[src/rtl/ethernet_pkg.sv]
// Shared Ethernet constants and the transmit state type.
// Build option: ETH_TX_AUTO_PAD_EN adds the PADDING state for runt frames.
package ethernet_pkg;

    localparam int unsigned PREAMBLE_BYTES    = 7;
    localparam int unsigned MAC_ADDR_BYTES    = 6;
    localparam int unsigned ETH_TYPE_BYTES    = 2;
    localparam int unsigned CRC_BYTES         = 4;
    localparam int unsigned IPG_BYTES         = 12;
    localparam int unsigned MIN_PAYLOAD_BYTES = 46;
    localparam int unsigned MAX_PAYLOAD_BYTES = 1500;

    localparam logic [7:0] PREAMBLE_BYTE = 8'h55;
    localparam logic [7:0] SFD_BYTE      = 8'hD5;

    typedef enum logic [3:0] {
        StIdle,
        StPreamble,
        StSfd,
        StMacDestination,
        StMacSource,
        StEthType,
        StPayload,
`ifdef ETH_TX_AUTO_PAD_EN
        StPadding,
`endif
        StFrameCheckSequence,
        StInterPacketGap
    } tx_state_e;

endpackage

[src/rtl/ethernet_crc32.sv]
// Byte-wide Ethernet CRC32 (reflected 0xEDB88320, init all ones).
// crc32_o is the complemented remainder, i.e. the FCS ready to send low byte first.
module ethernet_crc32 (
    input  logic        clk_i,
    input  logic        rst_n_i,
    input  logic        initialize_i,
    input  logic        compute_i,
    input  logic [7:0]  data_i,
    output logic [31:0] crc32_o
);

    localparam logic [31:0] POLY = 32'hEDB88320;

    logic [31:0] crc_q;
    logic [31:0] crc_next;
    logic        feedback;

    // Fold one byte into the remainder, LSB first
    always_comb begin
        crc_next = crc_q;
        feedback = 1'b0;
        for (int i = 0; i < 8; i++) begin
            feedback = crc_next[0] ^ data_i[i];
            crc_next = {1'b0, crc_next[31:1]} ^ (feedback ? POLY : 32'h0);
        end
    end

    // Remainder register; initialisation wins over computation
    always_ff @(posedge clk_i or negedge rst_n_i) begin
        if (!rst_n_i) begin
            crc_q <= 32'hFFFF_FFFF;
        end else if (initialize_i) begin
            crc_q <= 32'hFFFF_FFFF;
        end else if (compute_i) begin
            crc_q <= crc_next;
        end
    end

    assign crc32_o = ~crc_q;

endmodule

[src/rtl/ethernet_tx.sv]
// RMII transmit MAC: one frame per start request, dibits LSB first on sample_i ticks.
// Build option: ETH_TX_AUTO_PAD_EN zero-pads payloads shorter than 46 bytes.
module ethernet_tx
    import ethernet_pkg::*;
#(
    parameter logic [47:0] MAC_ADDRESS = 48'hFF_FF_FF_FF_FF_FF
) (
    input  logic            clk_i,
    input  logic            rst_n_i,
    input  logic            sample_i,
    input  logic            start_i,
    input  logic [5:0][7:0] destination_address_i,
    input  logic [1:0][7:0] length_type_i,
    input  logic [10:0]     payload_length_i,
    input  logic [7:0]      payload_i,
    input  logic            payload_valid_i,
    output logic            payload_ready_o,
    output logic [1:0]      rmii_txd_o,
    output logic            rmii_txen_o,
    output logic            idle_o,
    output logic            done_o,
    output logic            underrun_o
);

    localparam logic [5:0][7:0] MAC_BYTES = MAC_ADDRESS;

    tx_state_e       state_q;
    tx_state_e       next_state;
    tx_state_e       after_type;
    tx_state_e       after_payload;
    logic [1:0]      bit_counter_q;
    logic [10:0]     byte_counter_q;
    logic [10:0]     field_len;
    logic [5:0][7:0] dst_q;
    logic [1:0][7:0] lt_q;
    logic [10:0]     len_q;
    logic [7:0]      byte_q;
    logic [7:0]      cur_byte;
    logic [1:0]      txd_q;
    logic            txen_q;
    logic            idle_q;
    logic            done_q;
    logic            underrun_q;
    logic [31:0]     crc32;
    logic            first_dibit;
    logic            last_tick;
    logic            pop;
    logic            underrun_now;
    logic            crc_init;
    logic            crc_compute;

    assign first_dibit  = (bit_counter_q == 2'd0);
    assign last_tick    = (&bit_counter_q) && (byte_counter_q == field_len - 11'd1);
    assign pop          = sample_i && (state_q == StPayload) && first_dibit;
    assign underrun_now = pop && !payload_valid_i;
    assign crc_init     = (state_q == StIdle) && start_i;

    // Length of the field being sent, in bytes
    always_comb begin
        field_len = 11'd1;
        unique case (state_q)
            StPreamble:           field_len = 11'(PREAMBLE_BYTES);
            StSfd:                field_len = 11'd1;
            StMacDestination:     field_len = 11'(MAC_ADDR_BYTES);
            StMacSource:          field_len = 11'(MAC_ADDR_BYTES);
            StEthType:            field_len = 11'(ETH_TYPE_BYTES);
            StPayload:            field_len = len_q;
`ifdef ETH_TX_AUTO_PAD_EN
            StPadding:            field_len = 11'(MIN_PAYLOAD_BYTES) - len_q;
`endif
            StFrameCheckSequence: field_len = 11'(CRC_BYTES);
            StInterPacketGap:     field_len = 11'(IPG_BYTES);
            default:              field_len = 11'd1;
        endcase
    end

    // Field sequencing, with the optional pad stage after the payload
    always_comb begin
`ifdef ETH_TX_AUTO_PAD_EN
        after_payload = (len_q < 11'(MIN_PAYLOAD_BYTES)) ? StPadding : StFrameCheckSequence;
`else
        after_payload = StFrameCheckSequence;
`endif
        after_type = (len_q != 11'd0) ? StPayload : after_payload;
        next_state = StIdle;
        unique case (state_q)
            StPreamble:           next_state = StSfd;
            StSfd:                next_state = StMacDestination;
            StMacDestination:     next_state = StMacSource;
            StMacSource:          next_state = StEthType;
            StEthType:            next_state = after_type;
            StPayload:            next_state = after_payload;
`ifdef ETH_TX_AUTO_PAD_EN
            StPadding:            next_state = StFrameCheckSequence;
`endif
            StFrameCheckSequence: next_state = StInterPacketGap;
            default:              next_state = StIdle;
        endcase
    end

    // Byte to launch when its first dibit goes out; addresses go high byte first
    always_comb begin
        cur_byte = 8'h00;
        unique case (state_q)
            StPreamble:           cur_byte = PREAMBLE_BYTE;
            StSfd:                cur_byte = SFD_BYTE;
            StMacDestination:     cur_byte = dst_q[3'd5 - byte_counter_q[2:0]];
            StMacSource:          cur_byte = MAC_BYTES[3'd5 - byte_counter_q[2:0]];
            StEthType:            cur_byte = lt_q[~byte_counter_q[0]];
            StPayload:            cur_byte = payload_i;
            StFrameCheckSequence: cur_byte = crc32[{byte_counter_q[1:0], 3'b000} +: 8];
            default:              cur_byte = 8'h00;
        endcase
    end

    // CRC covers destination through payload/padding, once per byte
    always_comb begin
        crc_compute = 1'b0;
        if (sample_i && first_dibit) begin
            unique case (state_q)
                StMacDestination, StMacSource, StEthType: crc_compute = 1'b1;
`ifdef ETH_TX_AUTO_PAD_EN
                StPadding:                                crc_compute = 1'b1;
`endif
                StPayload:                                crc_compute = payload_valid_i;
                default:                                  crc_compute = 1'b0;
            endcase
        end
    end

    ethernet_crc32 u_crc32 (
        .clk_i        (clk_i),
        .rst_n_i      (rst_n_i),
        .initialize_i (crc_init),
        .compute_i    (crc_compute),
        .data_i       (cur_byte),
        .crc32_o      (crc32)
    );

    // Transmit FSM, counters and registered line outputs
    always_ff @(posedge clk_i or negedge rst_n_i) begin
        if (!rst_n_i) begin
            state_q        <= StIdle;
            bit_counter_q  <= 2'd0;
            byte_counter_q <= 11'd0;
            dst_q          <= '0;
            lt_q           <= '0;
            len_q          <= 11'd0;
            byte_q         <= 8'h00;
            txd_q          <= 2'b00;
            txen_q         <= 1'b0;
            idle_q         <= 1'b1;
            done_q         <= 1'b0;
            underrun_q     <= 1'b0;
        end else begin
            done_q     <= 1'b0;
            underrun_q <= 1'b0;
            if (state_q == StIdle) begin
                if (start_i) begin
                    dst_q          <= destination_address_i;
                    lt_q           <= length_type_i;
                    len_q          <= (payload_length_i > 11'(MAX_PAYLOAD_BYTES)) ?
                                      11'(MAX_PAYLOAD_BYTES) : payload_length_i;
                    bit_counter_q  <= 2'd0;
                    byte_counter_q <= 11'd0;
                    idle_q         <= 1'b0;
                    state_q        <= StPreamble;
                end
            end else if (sample_i) begin
                if (state_q == StInterPacketGap || underrun_now) begin
                    txen_q <= 1'b0;
                    txd_q  <= 2'b00;
                end else begin
                    txen_q <= 1'b1;
                    if (first_dibit) begin
                        txd_q  <= cur_byte[1:0];
                        byte_q <= cur_byte;
                    end else begin
                        txd_q <= byte_q[{bit_counter_q, 1'b0} +: 2];
                    end
                end

                if (underrun_now) begin
                    underrun_q     <= 1'b1;
                    bit_counter_q  <= 2'd0;
                    byte_counter_q <= 11'd0;
                    state_q        <= StInterPacketGap;
                end else if (last_tick) begin
                    bit_counter_q  <= 2'd0;
                    byte_counter_q <= 11'd0;
                    state_q        <= next_state;
                    if (state_q == StInterPacketGap) begin
                        done_q <= 1'b1;
                        idle_q <= 1'b1;
                    end
                end else begin
                    bit_counter_q <= bit_counter_q + 2'd1;
                    if (&bit_counter_q) begin
                        byte_counter_q <= byte_counter_q + 11'd1;
                    end
                end
            end
        end
    end

    // The pop is coincident with the capture so a FWFT FIFO advances in step
    assign payload_ready_o = pop && payload_valid_i;
    assign rmii_txd_o      = txd_q;
    assign rmii_txen_o     = txen_q;
    assign idle_o          = idle_q;
    assign done_o          = done_q;
    assign underrun_o      = underrun_q;

endmodule

[config.mk]
export PLATFORM = sky130hd
export DESIGN_NAME = ethernet_tx
export DESIGN_NICKNAME = d
export VERILOG_FILES = /design/src/rtl/ethernet_pkg.sv /design/src/rtl/ethernet_crc32.sv /design/src/rtl/ethernet_tx.sv
export SDC_FILE = /design/constraint.sdc
export NUM_CORES = 1
export LEC_CHECK = 0
export CORE_MARGIN = 2
export CORE_UTILIZATION = 55
export CTS_BUF_LIST = sky130_fd_sc_hd__clkbuf_8
export DETAILED_ROUTE_END_ITERATION = 7
export MAX_ROUTING_LAYER = met4
export PLACE_DENSITY = 0.79
export SLEW_MARGIN = 30
export SYNTH_ARGS = -nofsm -noshare
export SYNTH_HDL_FRONTEND = slang
export SYNTH_SLANG_ARGS = --single-unit
export TNS_END_PERCENT = 5
[constraint.sdc]
create_clock -name clk_i -period 4 [get_ports clk_i]
set_input_delay 0.4 -clock clk_i [delete_from_list [all_inputs] [get_ports clk_i]]
set_output_delay 0.4 -clock clk_i [all_outputs]
set_load 0.05 [all_outputs]
==> flow_metrics.py <==
metrics = {
    "global_routing": {
        "antenna_found_initial": 0,
        "overflow": 0,
        "grt_pass1_wl_mm": 33.9,
        "first_global_vias": 6455,
        "grt_start_max_net_pins": 111,
        "grt_use_total": 0.281,
    },
    "critical_path": {
        "slowest_delay_ns": 0.63,
        "end_kind": "register",
        "r2r-start": "state_q[0]$_DFFE_PN0P_",
        "reg2reg_to": "state_q[0]$_DFFE_PN0P_",
        "crit_path_cell_trace": "buf_4, nor2b_1, o21ai_0, ha_1, xor2_1, and3_1, a2111oi_0, o211a_1, nand3_1, a211o_1, or4_1, a31oi_1",
        "worstSetupStartpoint": "state_q[0]$_DFFE_PN0P_",
        "ff2ff_setup_slack_ns": 0.20,
        "crit_type": "register to register",
        "critPathMaxFanout": 13,
        "critical_path_arrival_ns": 4.18,
        "rr_worst_depth": 12,
        "crit_required_ns": 4.38,
        "crit_path_start_kind": "register",
        "slowest_stage": "dfrtp_1",
    },
    "floorplan": {
        "die_area_um2": 15600,
        "die_w_um": 125,
        "start_util": 0.557,
        "core-area_um2": 14400,
        "die_h_um": 125,
        "ioPinCount": 95,
        "num_rows": 44,
    },
    "placement": {
        "dp_hpwl_mm": 14.6,
        "place_congestion": 0.940,
        "numPortBuffers": 94,
    },
    "logic_synthesis": {
        "ys_seq_area_frac": 0.435,
        "netlist_top_cells_area": "dfrtp_1, nand2_1, dfstp_2",
        "ys.flop_type": "dfrtp_1",
        "avgSynthCellArea_um2": 9.36,
        "synth_cell_types": 75,
        "synthesis.nets": 952,
        "yosysTopAreaCellShare": 0.327,
        "synth.ff_latch_count": 138,
        "synth_top_area_cell": "dfrtp_1",
        "synthCells": 859,
        "yosysWarnings": 0,
        "synth-edff-count": 0,
        "syn_area_um2": 8040,
        "async_flop_share": 1.00,
    },
    "power": {
        "power.density_nw_per_um2": 854,
        "power_mw": 8.20,
        "p_leak_nw": 4.34,
        "irDropWorstVdd_mv": 0.787,
    },
    "detailed_routing": {
        "drtIter0Drc": 693,
        "dr.pass1.iters": 5,
        "via_count": 6726,
        "wl_met2_mm": 9.98,
        "ant_nets": 0,
        "route.top_layer_used": "met4",
        "route.detailed.drc": 0,
        "wl_per_cell_um": 18.0,
        "routed-wl-met3_mm": 1.13,
        "wirelength_mm": 20.6,
        "via_per_inst": 5.88,
        "drt-met1-wl_mm": 9.02,
    },
    "timing": {
        "relSlewSlack": 0.411,
        "layout_min_cycle_time_ns": 3.80,
        "tightest_slew_ns": 0.883,
        "fin_skew_ns": 0.0156,
        "setup_tns_ns": 0,
        "rsz0062_at_grt": "false",
        "fin_crit_sh": 0.949,
        "holdWs_ns": -0.0529,
        "max_freq_ghz": 0.263,
        "maxSlewViolCount": 0,
        "setup_viol": 0,
        "hold_viol": 17,
    },
    "clocking": {
        "cts.clk_slew.worst_paths_ns": 0.08,
        "cts-resized-gates": 0,
        "cts_tree": "done",
        "cts_buffers": 17,
        "cts_root_buf": "clkbuf_8",
        "ctsLongestPathBuffers": 2,
        "clock_sinks": 138,
        "h-tree-depth": 4,
        "clock_latency_ns": 0.46,
        "post_cts_buffers": 0,
        "cts_hold_buf": 0,
    },
    "hold_path": {
        "worstHoldPathType": "primary input to async pin",
    },
    "status": {
        "violations": "negative hold slack",
        "status": "finished with violations",
    },
    "final_layout": {
        "final_common_cell": "nand2_1",
        "fillers": 1164,
        "regArea_um2": 3500,
        "area_growth_pct": 19.4,
        "diodes": 0,
        "final_cell_mix": "nand2_1, dfrtp_1, clkdlybuf4s50_1",
        "nets": 1040,
        "drive_above_1_share": 0.146,
        "multi_input_area_um2": 4270,
    },
    "job": {
        "maxCapViolCount": 0,
    },
}
Yosys cell counts (4+ instances only):
library cell and number:
o211ai_1 5, mux2_2 11, buf_2 8, dfstp_2 33, mux2i_1 17, nor2b_1 5
nand3_1 20, a21oi_1 47, nor3b_1 10, o22a_1 7, and3_1 7, inv_1 13
nor3_1 39, a22oi_1 6, or3_1 5, dfrtp_1 105, mux4_2 11, nor2_1 19
xor2_1 24, clkbuf_1 34, nand2_1 241, nand4_1 5, a22o_1 4, a211o_1 5
xnor2_2 5, o21ai_0 33, xnor2_1 50, mux4_1 4, ha_1 5
critical path: cells and delay by family, from the launching register on:
family	cells	cell delay (ns)
and+or+nand+nor	4	1.01
AOI/OAI and AO/OA	5	1.39
xor gates and xnor gates	1	0.18
adders and majority gates	1	0.25
DFF	1	0.63
buffers and inverters	1	0.25
cells by family (layout without fill, tap and decap cells):
logic type      after synthesis  after routing  share of synthesized area
mux                          43             43                     0.0805
xor+xnor                     86             86                      0.109
fa+ha+maj                     5              5                    0.00778
simple gates                376            376                      0.209
flops                       138            138                      0.435
buf+inv                      65            166                     0.0372
compound gates              146            146                      0.121
per-stage QoR:
step	worst slack, ns	cell area (um^2)	hold WS (ns)	utilization	std cells
floorplan	0.393	8040	0.104	-	859
global placement	0.372	9200	0.453	0.638	1112
detailed placement	0.295	9200	0.460	0.638	1112
CTS	0.243	9600	0.0289	0.666	1144
global route	0.0336	9600	0.0348	0.666	1144
finish	0.202	9600	-0.0529	0.666	1144
layout make-up:
class	count	share of cell area
multi-input cells	656	0.444
flip-flops and latches	138	0.364
repair buffers	121	0.121
clock buffers	17	0.0244
well taps	184	0.0240
clock inverters	15	0.0171
inverters	13	0.00508
how the worst max path moves through the flow:
| stage | end | slack [ns] | cells after the start |
|---|---|---|---|
| after global routing | state_q[0]$_DFFE_PN0P_ | 0.03 | 12 |
| after detailed placement | state_q[0]$_DFFE_PN0P_ | 0.30 | 12 |
| after floorplan | byte_counter_q[7]$_DFFE_PN0P_ | 0.39 | 14 |
| after CTS | state_q[0]$_DFFE_PN0P_ | 0.24 | 12 |
| after global placement | state_q[0]$_DFFE_PN0P_ | 0.37 | 12 |
| final | state_q[0]$_DFFE_PN0P_ | 0.20 | 12 |
registers in the layout, indices dropped and copies added (netlist names):
name            flops
underrun_o          1
done_o              1
dst_q              48
idle_o              1
lt_q               16
bit_counter_q       2
byte_q              8
u_crc32.crc_q      32
len_q              11
rmii_txen_o         1
byte_counter_q     11
rmii_txd_o          2
state_q             4
where the power goes:
group	total (mW)	internal (mW)	switching, mW	leakage (nW)
registers	2.10	1.78	0.319	1.77
clock network	1.16	0.564	0.594	0.192
logic	4.95	2.50	2.45	2.38
total	8.20	4.84	3.36	4.34
per-layer routing:
layer  up-vias  global-route usage
met4         0              0.0967
li1       3163                   -
met2       225               0.434
met3        35              0.0533
met1      3303               0.378
met5         -                   -
(Power assumes the default switching activity.)
